[src/rtl/mem_port_arbiter.sv]
// mem_port_arbiter
//
// Shares one single-ported 64-bit memory between the CPU fetch stage (IF)
// and memory stage (MEM). Accesses are serialised: one access is in flight
// at a time, and each takes LAT cycles from the mem_en cycle to the grant
// cycle. Data requests beat fetch requests. However, once MAX_STREAK
// consecutive contested data grants have gone by, a waiting fetch wins the
// next arbitration so it cannot starve.
//
// Parameters
//   LAT         memory latency, mem_en cycle to mem_rdata-valid cycle (1..15)
//   MAX_STREAK  contested data grants before a pending fetch wins (1..7)
//
// Ports
//   clk        system clock, rising edge
//   reset      asynchronous active-low reset
//   if_req     fetch request, level, held until if_gnt
//   if_addr    fetch byte address; bit 2 selects the instruction word
//   if_gnt     one-cycle pulse, fetch complete, if_rdata valid
//   if_rdata   fetched instruction, zero when if_gnt is low
//   d_req      data request, level, held until d_gnt
//   d_we       1 = store, 0 = load
//   d_addr     data byte address, doubleword granularity
//   d_wdata    store data
//   d_gnt      one-cycle pulse, data access complete
//   d_rdata    load data, zero for stores and when d_gnt is low
//   mem_en     memory strobe, first BUSY cycle only
//   mem_we     memory write enable, qualified by mem_en
//   mem_addr   doubleword-aligned memory address (registered)
//   mem_wdata  memory write data (registered, zero for fetches)
//   mem_rdata  memory read data, valid LAT-1 cycles after mem_en
//   stall_if   fetch stage hold: if_req & ~if_gnt
//   stall_all  pipeline hold:    d_req & ~d_gnt
//
// state  | meaning
// IDLE   | no access in flight; arbitrate on the next edge
// BUSY_I | fetch access in flight; cnt counts down to the grant cycle
// BUSY_D | data access in flight; cnt counts down to the grant cycle

module mem_port_arbiter #(
  parameter int unsigned LAT        = 2,
  parameter int unsigned MAX_STREAK = 3
) (
  input  logic        clk,
  input  logic        reset,
  input  logic        if_req,
  input  logic [63:0] if_addr,
  output logic        if_gnt,
  output logic [31:0] if_rdata,
  input  logic        d_req,
  input  logic        d_we,
  input  logic [63:0] d_addr,
  input  logic [63:0] d_wdata,
  output logic        d_gnt,
  output logic [63:0] d_rdata,
  output logic        mem_en,
  output logic        mem_we,
  output logic [63:0] mem_addr,
  output logic [63:0] mem_wdata,
  input  logic [63:0] mem_rdata,
  output logic        stall_if,
  output logic        stall_all
);

  typedef enum logic [1:0] {
    IDLE   = 2'd0,
    BUSY_I = 2'd1,
    BUSY_D = 2'd2
  } state_t;

  localparam logic [3:0] CNT_LOAD   = 4'(LAT - 1);
  localparam logic [2:0] STREAK_MAX = 3'(MAX_STREAK);

  state_t     state;
  logic [3:0] cnt;
  logic [2:0] streak;
  logic       lat_we;
  logic       lat_hi_word;

  // Byte-offset bits below the selected word / doubleword carry no meaning.
  logic       unused_addr_bits;
  assign unused_addr_bits = ^{if_addr[1:0], d_addr[2:0]};

  // A fetch only wins a contested arbitration once the data streak has
  // reached its limit; a lone request always wins.
  logic       pick_d;
  assign pick_d = d_req && (!if_req || (streak != STREAK_MAX));

  always_ff @(posedge clk or negedge reset) begin
    if (!reset) begin
      state       <= IDLE;
      cnt         <= 4'd0;
      streak      <= 3'd0;
      lat_we      <= 1'b0;
      lat_hi_word <= 1'b0;
      mem_en      <= 1'b0;
      mem_addr    <= 64'd0;
      mem_wdata   <= 64'd0;
    end else begin
      mem_en <= 1'b0;
      case (state)
        IDLE: begin
          if (pick_d) begin
            state       <= BUSY_D;
            cnt         <= CNT_LOAD;
            mem_en      <= 1'b1;
            lat_we      <= d_we;
            lat_hi_word <= 1'b0;
            mem_addr    <= {d_addr[63:3], 3'b000};
            mem_wdata   <= d_wdata;
            // Only contested data wins extend the streak. pick_d with
            // if_req set implies streak < STREAK_MAX, so this saturates.
            if (if_req) begin
              streak <= streak + 3'd1;
            end
          end else if (if_req) begin
            state       <= BUSY_I;
            cnt         <= CNT_LOAD;
            mem_en      <= 1'b1;
            lat_we      <= 1'b0;
            lat_hi_word <= if_addr[2];
            mem_addr    <= {if_addr[63:3], 3'b000};
            mem_wdata   <= 64'd0;
            streak      <= 3'd0;
          end
        end
        BUSY_I, BUSY_D: begin
          // The grant cycle is followed by a forced IDLE cycle, so a
          // request still high at the next edge is never re-granted.
          if (cnt != 4'd0) begin
            cnt <= cnt - 4'd1;
          end else begin
            state <= IDLE;
          end
        end
        default: state <= IDLE;
      endcase
    end
  end

  assign mem_we = lat_we & mem_en;

  // Grants are decoded from state so an asynchronous reset removes them
  // in the same instant it drops the in-flight access.
  assign if_gnt = (state == BUSY_I) && (cnt == 4'd0);
  assign d_gnt  = (state == BUSY_D) && (cnt == 4'd0);

  assign if_rdata = if_gnt ? (lat_hi_word ? mem_rdata[63:32] : mem_rdata[31:0])
                           : 32'd0;
  assign d_rdata  = (d_gnt && !lat_we) ? mem_rdata : 64'd0;

  assign stall_if  = if_req & ~if_gnt;
  assign stall_all = d_req & ~d_gnt;

endmodule

[config.mk]
export PLATFORM = sky130hd
export DESIGN_NAME = mem_port_arbiter
export DESIGN_NICKNAME = d
export VERILOG_FILES = /design/src/rtl/mem_port_arbiter.sv
export SDC_FILE = /design/constraint.sdc
export NUM_CORES = 1
export LEC_CHECK = 0
export ABC_CLOCK_PERIOD_IN_PS = 2520
export BUFFER_PORTS_ARGS = -buffer_cell sky130_fd_sc_hd__buf_2
export CAP_MARGIN = 20
export CELL_PAD_IN_SITES_DETAIL_PLACEMENT = 0
export CELL_PAD_IN_SITES_GLOBAL_PLACEMENT = 1
export CORE_AREA = 2 2 188 190
export DETAILED_ROUTE_END_ITERATION = 10
export DIE_AREA = 0 0 190 192
export PLACE_DENSITY_LB_ADDON = 0.1
export SLEW_MARGIN = 40
export SYNTH_ARGS = -nofsm -noshare
export SYNTH_HDL_FRONTEND = slang
export SYNTH_SLANG_ARGS = --single-unit
[constraint.sdc]
create_clock -name clk -period 2.52 [get_ports clk]
set_input_delay 0.378 -clock clk [delete_from_list [all_inputs] [get_ports clk]]
set_output_delay 0.378 -clock clk [all_outputs]
set_load 0.1 [all_outputs]
==> results of run 1 <==
==> sequential cells by signal, indices dropped and copies added (netlist names) <==
name and count:
cnt 4, lat_hi_word 1, mem_en 1, streak 3, mem_addr 61, lat_we 1
mem_wdata 64, state 2
==> Yosys cell counts, drive strengths merged <==
cell type | instances | area, sq um
nand4 | 2 | 12.5
ha | 7 | 87.6
a32o | 1 | 10.0
a221o | 61 | 611
o311a | 1 | 11.3
buf | 27 | 130
o21ai | 9 | 45.0
o31a | 1 | 10.0
a31oi | 1 | 6.26
nor2b | 1 | 6.26
nand3b | 1 | 7.51
and2 | 128 | 881
mux2i | 32 | 320
nor4 | 1 | 6.26
a22o | 68 | 596
clkbuf | 24 | 97.6
inv | 9 | 33.8
dfrtp | 137 | 3430
o211ai | 1 | 7.51
conb | 1 | 3.75
nor3b | 3 | 33.8
nand3 | 2 | 10.0
or3 | 1 | 6.26
nor2 | 33 | 124
or3b | 2 | 17.5
or4 | 1 | 7.51
a21oi | 2 | 10.0
nand2 | 7 | 26.3
==> logic make-up after synthesis <==
family / count (synthesis)
other: 1
adders and majority gates: 7
buffers and inverters: 60
and+or+nand+nor: 182
DFF: 137
muxes: 32
AOI/OAI and AO/OA: 145
==> metrics by stage <==
step,setup TNS [ps],setup slack [ps]
after global placement,0,149
after global routing,-17780,-305
after detailed placement,0,148
final,-10380,-194
after CTS,-13720,-238
after floorplan,-6430,-352
==> cells in the final DEF (no fill, tap or decap), types with 2 or more instances in the layout <==
cell type	instances
o21ai_0	8
inv_1	7
inv_2	2
nor2_2	15
and2_1	9
a221o_1	61
buf_2	381
a22o_1	68
nand3_1	2
dfrtp_1	136
a21oi_4	2
and2_0	55
buf_12	105
mux2i_1	32
clkbuf_1	3
clkinv_2	3
conb_1	3
clkbuf_16	19
buf_16	3
bufinv_16	2
clkinvlp_4	4
diode_2	2
and2_4	32
ha_1	6
and2_2	32
buf_6	2
nand2_1	6
buf_4	21
nor2_4	15
nor2_1	3
nand4_1	2
==> repair_timing <==
item	4_1_cts	5_1_grt
buffers inserted	9	2
pin swaps	18	16
cloned	3	2
hold buffers	1	0
hold endpoints to repair	49	0
endpoints found under the setup margin	96	99
gates resized for setup	28	17
==> critical path, delay by kind of cell (launching register included) <==
family	cells	cell delay (ps)
fa+ha+maj	1	130
buf+inv	4	610
flops	1	390
simple gates	3	760
==> worst max path at each step <==
stage	depth (start not counted)	end	slack, ps
floorplan	5	if_rdata[0]	-350
global placement	7	d_rdata[29]	150
detailed placement	7	d_rdata[32]	150
CTS	8	d_rdata[29]	-240
global route	8	d_rdata[36]	-310
finish	8	d_rdata[8]	-190
==> report_power, final <==
part	internal (W)	total (W)	leakage [nW]	switching [W]
clock	0.00148	0.00248	0.269	0.00100
combinational	0.00273	0.0127	3.78	0.00993
sequential	0.00317	0.00373	1.72	0.000557
total	0.00738	0.0189	5.77	0.0115
==> cell type report <==
cell class                 instances  area (sq um)  area share
multi-input combinational        369          3110       0.258
clock buffer                      21           450      0.0373
inverter                           9          33.8     0.00280
sequential                       137          3430       0.284
clock inverter                    11           123      0.0102
timing repair buffer             516          4340       0.360
antenna                            2          5.00    0.000415
tap                              455           569      0.0472
==> metal layers <==
| layer | share of wire | GRT usage | up-vias |
|---|---|---|---|
| li1 | - | - | 3033 |
| met5 | 0.0021 | 0 | - |
| met1 | 0.38 | 0.180 | 3075 |
| met4 | 0.011 | 0.0444 | 10 |
| met3 | 0.091 | 0.0599 | 27 |
| met2 | 0.51 | 0.276 | 326 |
==> results by group, run 1 <==
Run status
  – Status: finished with violations
  – Failing checks: setup timing

Floorplan
  – Core area: 34300 sq um
  – Die Height: 192 microns
  – Die area: about 36000 sq um
  – Die W: 190 microns
  – # IOs: roughly 490
  – Initial Util: 0.191
  – Std cell rows: 68

Placement
  – Routability congestion estimate: 0.731
  – Placed cell areas: about 11000 sq um
  – Post-detail-place hpwl: 22400 microns
  – Placed Instances: 1469
  – PortBufs: around 480

Synthesis
  – Post-synthesis mux area share: 0.0489
  – Post-Synth Simple-Gate Area: 0.174
  – Post-Syn Area: 6550 sq um
  – XOR/XNOR share of the synthesized area: 0
  – Syn avg cell area: 11.6 sq um
  – Synth cell types: 35
  – Post-synthesis adder-cell area fraction: 0.0134
  – Post-Synthesis Cells: 564
  – Main combinational cell family by area after synthesis: compound AO/OA/AOI/OAI gates
  – Yosys reg bits: 137
  – Yosys warns: 0
  – Sequential fraction of the synthesis area: 0.524
  – Synth Area in Compound Gates: 0.200

Routing
  – Wire per inst: 19.6 microns
  – Routed Antenna Nets: 0
  – Drt drc: 0
  – Routed wire length: 29800 microns
  – Number of vias per cell: 4.26
  – Drt pass-1 iters: 4
  – Vias after detailed routing: 6471
  – Iteration-0 DRC Markers: 210

Setup path
  – Critical path type: reg -> out
  – Cell breakdown of the critical path: inv_2 -> ha_4 -> or3b_4 -> nor3b_4 -> buf_4 -> clkbuf_16 -> and2_2 -> buf_12
  – Worst r2r dst: mem_wdata[12]
  – Max stage delay cell, worst path: dfrtp_1
  – Max incr delay on CP: 390 ps
  – Reg-to-Reg Start: state[0]
  – Worst Setup End Kind: primary output
  – Reg-to-reg setup timing slack: 390 ps
  – Worst EP required: between 2000 and 2500 ps
  – CP startpoint: cnt[0]
  – Max Fanout on Critical Path: 16
  – Worst setup SP type: flip-flop
  – WP data arrival: 2340 ps
  – Register-to-Register Path Depth: 6

Hold path
  – Worst min path class: in -> reg
  – Hold path endpoint: mem_wdata[45]
  – Hold Path Origin: d_wdata[45]
  – Hold path cells: 2

STA
  – Slew Viols, Final: 0
  – RSZ-0062 raised after global routing: true
  – Period Utilization, post-route: 1.08
  – Peak Freq: about 370 MHz
  – Final min period: 2710 ps
  – Worst-Margin Slew: 742 ps
  – Fin. Hold Viols: 0
  – Hold WS: 165 ps
  – Worst setup margin: -194 ps
  – Slew headroom: 0.505
  – Final Setup Violations: between 60 and 70
  – Worst Clk Skew: 8.61 ps

Clock tree
  – CTS buffer count: 17
  – Clock Latency Late Sink: approximately 420 ps
  – CTS clk-pin slew, worst paths: 60 ps
  – Clock net sink count: around 140
  – H-Tree Depth: 4
  – Root Buffer: clkbuf_16
  – CTS tree: done
  – Maximum root-to-sink buffer count: 2

GRT
  – Vias in the first global route: between 6k and 7k
  – Gr usage total: 0.158
  – Pin count of the biggest net entering global routing: 72
  – Initial antenna violation count: 10
  – First-pass GRT wire length: roughly 43000 microns
  – Grt ovf: 0

Finish
  – Nets: 1318
  – Fin cells: 1520
  – Share of cells above drive strength 1: 0.614
  – Filler cell count: 3502
  – Area growth syn-to-layout: 84.3%
  – Fin area: 12100 sq um
  – Final core utilization: 0.352

Power
  – Total power: 0.0189 W
  – Reported leakage power: 5.77 nW
  – Peak VDD IR: ~900 uV
  – PwrDens: 1560 nW/um^2

Job
  – # Max-Cap Violations: 0
(Power assumes the default switching activity.)
==> run 2: changes to the inputs <==
REMOVE_ABC_BUFFERS = 1   (was not set)
==> run 2 against run 1 <==
  * The run still ends with setup timing left
  * Critical path depth did not move
  * Combinational power barely moved
  * Final cell count is essentially flat
  * Clock skew is 3.4 ps higher
  * Die area did not move
  * Utilization grew 0.095 points
  * Fmax is 0.88% lower
  * Total power rose by 2.3%
  * Critical path type unchanged
  * Largest power group unchanged
==> results by group, run 2 (synthesis gave the netlist of run 1 again) <==
Setup path
  – Worst setup SP type: flip-flop (unchanged)
  – Critical path type: reg -> out (unchanged)
  – Worst Setup End Kind: primary output (unchanged)
  – Worst EP required: 2140 ps (about the same)
  – WP data arrival: 2360 ps (was 2340 ps)
  – Max Fanout on Critical Path: 8 (was 16)
  – Cell breakdown of the critical path: inv_2 -> ha_4 -> or3b_4 -> nor3b_4 -> buf_6 -> clkbuf_16 -> and2_4 -> buf_12 (was inv_2 -> ha_4 -> or3b_4 -> nor3b_4 -> buf_4 -> clkbuf_16 -> and2_2 -> buf_12)
  – Critical path's top delay family: simple AND/OR/NAND/NOR gates (unchanged)
  – Max stage delay cell, worst path: dfrtp_1 (unchanged)
  – Max incr delay on CP: 400 ps (was 390 ps)
  – Critical path buffers and inverters: 4 (unchanged)

STA
  – RSZ-0062 raised after global routing: true (unchanged)
  – Final min period: 2740 ps (was 2710 ps)
  – Peak Freq: 365 MHz (was 368 MHz)
  – Fin. Hold Viols: 0 (unchanged)
  – Hold WS: 160 ps (was 165 ps)
  – Worst-Margin Slew: 548 ps (was 742 ps)
  – Worst Clk Skew: 12.0 ps (was 8.61 ps)
  – Slew Viols, Final: 0 (unchanged)
  – Worst setup margin: -218 ps (was -194 ps)
  – Period Utilization, post-route: 1.09 (was 1.08)
  – Setup TNS: -10670 ps (was -10380 ps)
  – Final Setup Violations: 64 (unchanged)
  – Slew headroom: 0.637 (was 0.505)

Job
  – # Max-Cap Violations: 0 (unchanged)

Floorplan
  – Die area: 36500 sq um (unchanged)
  – Die Height: 192 microns (unchanged)
  – Core area: 34300 sq um (unchanged)
  – Initial Util: 0.191 (unchanged)
  – # IOs: 491 (unchanged)
  – Std cell rows: 68 (unchanged)
  – Die W: 190 microns (unchanged)

Clock tree
  – Maximum root-to-sink buffer count: 2 (unchanged)
  – CTS buffer count: 17 (unchanged)
  – Clock net sink count: 137 (unchanged)
  – Clock Latency Late Sink: 430 ps (was 420 ps)
  – CTS tree: done (unchanged)
  – Root Buffer: clkbuf_16 (unchanged)
  – CTS clk-pin slew, worst paths: 70 ps (was 60 ps)
  – H-Tree Depth: 4 (unchanged)

Routing
  – Met3 wire length: 2950 microns (was 2700 microns)
  – Wire per inst: 20.1 microns (was 19.6 microns)
  – Iteration-0 DRC Markers: 213 (was 210)
  – Routed wire length: 30600 microns (was 29800 microns)
  – Drt drc: 0 (unchanged)
  – Routed Antenna Nets: 0 (unchanged)
  – Post-Route M1 WL: 11300 microns (was 11400 microns)
  – WL met2: 15900 microns (was 15300 microns)
  – Drt pass-1 iters: 4 (unchanged)
  – Top sig layer: met5 (unchanged)
  – Number of vias per cell: 4.27 (was 4.26)
  – Vias after detailed routing: 6498 (was 6471)

Finish
  – Commonest non-fill, non-tap cell in the layout: buf_2 (unchanged)
  – Regs by FF count: mem_wdata (64), mem_addr (61), cnt (4) (unchanged)
  – Share of cells above drive strength 1: 0.588 (was 0.614)
  – Biggest register: mem_wdata (unchanged)
  – Max reg flops: 64 (unchanged)
  – Area growth syn-to-layout: 84.8% (was 84.3%)
  – Commonest non-fill, non-tap cells in the layout: 383 x buf_2, 136 x dfrtp_1, 106 x buf_12, 68 x a22o_1, 64 x and2_4 (was 381 x buf_2, 136 x dfrtp_1, 105 x buf_12, 68 x a22o_1, 61 x a221o_1)
  – Nets: 1318 (unchanged)

GRT
  – Initial antenna violation count: 11 (was 10)
  – Grt ovf: 0 (unchanged)
  – Pin count of the biggest net entering global routing: 81 (was 72)
  – First-pass GRT wire length: 43600 microns (was 42900 microns)
  – Vias in the first global route: 6573 (was 6712)
  – Gr usage total: 0.161 (was 0.158)

Run status
  – Failing checks: setup timing (unchanged)
  – Status: finished with violations (unchanged)

Power
  – PwrDens: 1600 nW/um^2 (was 1560 nW/um^2)
  – Total power: 0.0193 W (was 0.0189 W)
  – Reported leakage power: 5.86 nW (was 5.77 nW)
  – Peak VDD IR: 808 uV (was 901 uV)

Placement
  – Routability congestion estimate: 0.762 (was 0.731)
  – Post-detail-place hpwl: 22600 microns (was 22400 microns)
  – PortBufs: 482 (unchanged)

Hold path
  – Worst min path class: in -> reg (unchanged)
[run 2: cell types whose count changed in the layout (fill, tap and decap cells not counted), moves of 2 or more]
cell | before | now
clkinvlp_4 | 4 | 1
nor2_4 | 15 | 0
diode_2 | 2 | 4
bufinv_16 | 2 | 5
nor2_1 | 3 | 32
clkbuf_1 | 3 | 0
buf_4 | 21 | 15
buf_2 | 381 | 383
and2_4 | 32 | 64
clkinv_2 | 3 | 1
and2_2 | 32 | 0
nor2_2 | 15 | 1
clkinv_4 | 1 | 3
[run 2: what timing repair did]
item                                   CTS  global route
hold buffers                             1             0
endpoints found under the hold margin   28             0
pin swaps                                6            57
cloned                                   3             4
setup endpoints to repair               99            98
gates resized for setup                 26            52
buffers inserted                         7             1
[run 2: power by group]
part           total, W  switching, W  internal, W  leakage, nW
clock           0.00283       0.00104      0.00179        0.319
combinational    0.0128       0.00997      0.00280         3.83
sequential      0.00369      0.000517      0.00317         1.72
total            0.0193        0.0115      0.00776         5.86
[run 2: worst paths after layout]
kind,start,to,slack [ps],cells past startpoint
worst max-delay path,cnt[1],d_rdata[29],-220,8
worst min-delay path,d_wdata[37],mem_wdata[37],160,2
worst max register to register,state[0],mem_addr[25],560,6
worst min register to register,streak[2],streak[2],480,2
max in group asynchronous,reset,mem_wdata[50],1410,3
min in group asynchronous,reset,mem_wdata[63],400,2
[run 2: metrics by stage]
step | utilization | setup WS [ps] | std cells | area [sq um]
2_1_floorplan | - | -4210 | 515 | 6330
3_3_place_gp | 0.322 | 137 | 1469 | 11000
3_5_place_dp | 0.323 | 145 | 1470 | 11100
4_1_cts | 0.347 | -255 | 1512 | 11900
5_1_grt | 0.353 | -319 | 1520 | 12100
6_report | 0.353 | -218 | 1521 | 12100
[run 2: final cells by class]
class                           instances  area (sq um)
Fill cell                            3508         22200
Timing Repair Buffer                  516          4400
Sequential cell                       137          3430
Multi-Input combinational cell        369          3000
Tap cell                              455           569
Clock buffer                           18           439
Clock inverter                         13           218
Inverter                                9          33.8
Antenna cell                            4          10.0
[run 2: per-layer routing]
| metal | global-route usage | vias up |
|---|---|---|
| li1 | - | 3035 |
| met1 | 0.177 | 3097 |
| met2 | 0.287 | 322 |
| met3 | 0.0650 | 34 |
| met4 | 0.0397 | 10 |
| met5 | 0 | - |
==> run 3: changes to the inputs <==
CTS_BUF_LIST = sky130_fd_sc_hd__clkbuf_2   (was not set)
==> run 3 against run 2 <==
  * The run still ends with setup timing left
  * Register-to-register slack lost 420 ps
  * Global-route usage up 1.1 points
  * Largest power group unchanged
  * Sequential cell count unchanged
  * Clock power shrank 41%
  * Routed wire length grew 6.2%
  * Utilization increased by 5.7 points
==> results by group, run 3 (synthesis gave the netlist of run 1 again) <==
Setup path
  – Worst Setup End Kind: primary output (unchanged)
  – Cell breakdown of the critical path: inv_2 -> ha_4 -> or3b_4 -> nor3b_4 -> buf_6 -> buf_16 -> and2_2 -> buf_12 (was inv_2 -> ha_4 -> or3b_4 -> nor3b_4 -> buf_6 -> clkbuf_16 -> and2_4 -> buf_12)
  – Max stage delay cell, worst path: dfrtp_1 (unchanged)
  – Max incr delay on CP: 450 ps (was 400 ps)
  – Critical path type: reg -> out (unchanged)
  – Critical path buffers and inverters: 4 (unchanged)
  – WP data arrival: 2710 ps (was 2360 ps)
  – Max Fanout on Critical Path: 16 (was 8)
  – Critical path's top delay family: simple AND/OR/NAND/NOR gates (unchanged)
  – Worst EP required: 2140 ps (about the same)
  – Worst setup SP type: flip-flop (unchanged)

Placement
  – Post-detail-place hpwl: 22600 microns (unchanged)
  – Placed Instances: 1470 (unchanged)
  – Placed cell areas: 11100 sq um (unchanged)
  – Routability congestion estimate: 0.762 (unchanged)
  – PortBufs: 482 (unchanged)

STA
  – Final Setup Violations: 99 (was 64)
  – Worst Clk Skew: 31.0 ps (was 12.0 ps)
  – RSZ-0062 raised after global routing: true (unchanged)
  – Setup TNS: -39950 ps (was -10670 ps)
  – Worst-Margin Slew: 555 ps (was 548 ps)
  – Period Utilization, post-route: 1.23 (was 1.09)
  – Final min period: 3090 ps (was 2740 ps)
  – Slew Viols, Final: 0 (unchanged)
  – Slew headroom: 0.633 (was 0.637)
  – Worst setup margin: -568 ps (was -218 ps)
  – Hold WS: 125 ps (was 160 ps)
  – Peak Freq: 324 MHz (was 365 MHz)
  – Fin. Hold Viols: 0 (unchanged)

Clock tree
  – Clock net sink count: 137 (unchanged)
  – Root Buffer: clkbuf_2 (was clkbuf_16)
  – CTS clk-pin slew, worst paths: 220 ps (was 70 ps)
  – H-Tree Depth: 4 (unchanged)
  – Clock Latency Late Sink: 750 ps (was 430 ps)
  – CTS buffer count: 17 (unchanged)
  – CTS tree: done (unchanged)
  – Maximum root-to-sink buffer count: 2 (unchanged)

Floorplan
  – Core area: 34300 sq um (unchanged)
  – # IOs: 491 (unchanged)
  – Die area: 36500 sq um (unchanged)
  – Initial Util: 0.191 (unchanged)
  – Die Height: 192 microns (unchanged)
  – Die W: 190 microns (unchanged)
  – Std cell rows: 68 (unchanged)

Routing
  – Drt pass-1 iters: 4 (unchanged)
  – Routed Antenna Nets: 0 (unchanged)
  – Iteration-0 DRC Markers: 229 (was 213)
  – Vias after detailed routing: 7319 (was 6498)
  – Number of vias per cell: 4.27 (about the same)
  – Drt drc: 0 (unchanged)
  – Routed wire length: 32500 microns (was 30600 microns)
  – Wire per inst: 19.0 microns (was 20.1 microns)

Finish
  – Fin area: 14000 sq um (was 12100 sq um)
  – Commonest non-fill, non-tap cell in the layout: buf_2 (unchanged)
  – Filler cell count: 3417 (was 3508)
  – Biggest register: mem_wdata (unchanged)
  – Max reg flops: 64 (unchanged)
  – Area growth syn-to-layout: 114% (was 84.8%)
  – Share of cells above drive strength 1: 0.530 (was 0.588)
  – Regs by FF count: mem_wdata (64), mem_addr (61), cnt (4) (unchanged)
  – Fin cells: 1713 (was 1521)
  – Commonest non-fill, non-tap cells in the layout: 381 x buf_2, 189 x dlygate4sd3_1, 136 x dfrtp_1, 114 x buf_12, 68 x a22o_1 (was 383 x buf_2, 136 x dfrtp_1, 106 x buf_12, 68 x a22o_1, 64 x and2_4)
  – Nets: 1512 (was 1318)

Power
  – Reported leakage power: 6.65 nW (was 5.86 nW)
  – Peak VDD IR: 1130 uV (was 808 uV)
  – PwrDens: 1370 nW/um^2 (was 1600 nW/um^2)

GRT
  – Vias in the first global route: 7705 (was 6573)
  – Met3 GRT Util: 0.0519 (was 0.0650)
  – Pin count of the biggest net entering global routing: 81 (unchanged)
  – First-pass GRT wire length: 47400 microns (was 43600 microns)
  – GRT met1 Usage: 0.186 (was 0.177)
  – Gr usage total: 0.172 (was 0.161)
  – Grt peak-use layer: met2 (unchanged)
  – Initial antenna violation count: 3 (was 11)
  – GR met2 Demand/Resource: 0.322 (was 0.287)
  – Grt ovf: 0 (unchanged)

Run status
  – Failing checks: setup timing (unchanged)
  – Status: finished with violations (unchanged)

Job
  – # Max-Cap Violations: 0 (unchanged)

Hold path
  – Worst min path class: in -> reg (unchanged)
-- run 3: changes by cell type in the layout (fill, tap and decap cells not counted), sizes merged --
cell,previous run,this run
dlygate4sd3,1,189
inv,12,11
buf,512,519
clkinv,4,6
clkbuf,21,19
diode,4,2
-- run 3: final cells by class --
cell class / instances / area [sq um] / share of cell area
flip-flops and latches: 137 / 3430 / 0.244
well taps: 455 / 569 / 0.0406
clock inverters: 14 / 221 / 0.0158
multi-input cells: 369 / 3260 / 0.233
diodes: 2 / 5.00 / 0.000357
clock buffers: 17 / 85.1 / 0.00606
repair buffers: 710 / 6420 / 0.457
inverters: 9 / 46.3 / 0.00330
-- run 3: worst reg2reg max path, stage by stage (launching register included) --
cell and delay, ps:
dfrtp_1 460, inv_1 130, ha_4 210, o21ai_4 160
buf_12 260, and2_0 260, a221o_1 270, dlygate4sd3_1 560
-- run 3: worst paths after layout --
path | startpoint | to | slack, ps | cells past startpoint
max reg2reg | state[0] | mem_addr[50] | 140 | 7
min reg2reg | streak[2] | streak[2] | 520 | 2
min in group asynchronous | reset | mem_wdata[11] | 130 | 3
max | cnt[1] | d_rdata[48] | -570 | 8
max in group asynchronous | reset | mem_addr[8] | 1960 | 3
min | if_req | streak[2] | 120 | 4
-- run 3: power by group --
| part | internal [W] | total (W) | switching (W) |
|---|---|---|---|
| clock | 0.000759 | 0.00168 | 0.000917 |
| combinational | 0.00364 | 0.0139 | 0.0103 |
| sequential | 0.00315 | 0.00368 | 0.000529 |
| total | 0.00755 | 0.0193 | 0.0117 |
-- run 3: routing by layer --
layer,part of all wire,wire (microns),vias up
li1,-,-,3413
met1,0.37,12100,3527
met2,0.53,17200,336
met3,0.076,2480,43
met4,0.024,785,0
met5,0,0,-
-- run 3: repair_timing --
item,4_1_cts,5_1_grt
cloned,6,3
endpoints found under the hold margin,264,0
resized for setup,121,54
pin swaps,38,46
hold buffers,190,0
setup endpoints to repair,100,157
buffers inserted,13,3
-- run 3: through the flow --
stage | power (W) | setup slack [ps] | util
final | 0.0193 | -568 | 0.409
after global routing | 0.0201 | -774 | 0.409
after CTS | 0.0193 | -698 | 0.406
after detailed placement | 0.0163 | 145 | 0.323
after global placement | 0.0163 | 137 | 0.322
after floorplan | 0.0140 | -4210 | -
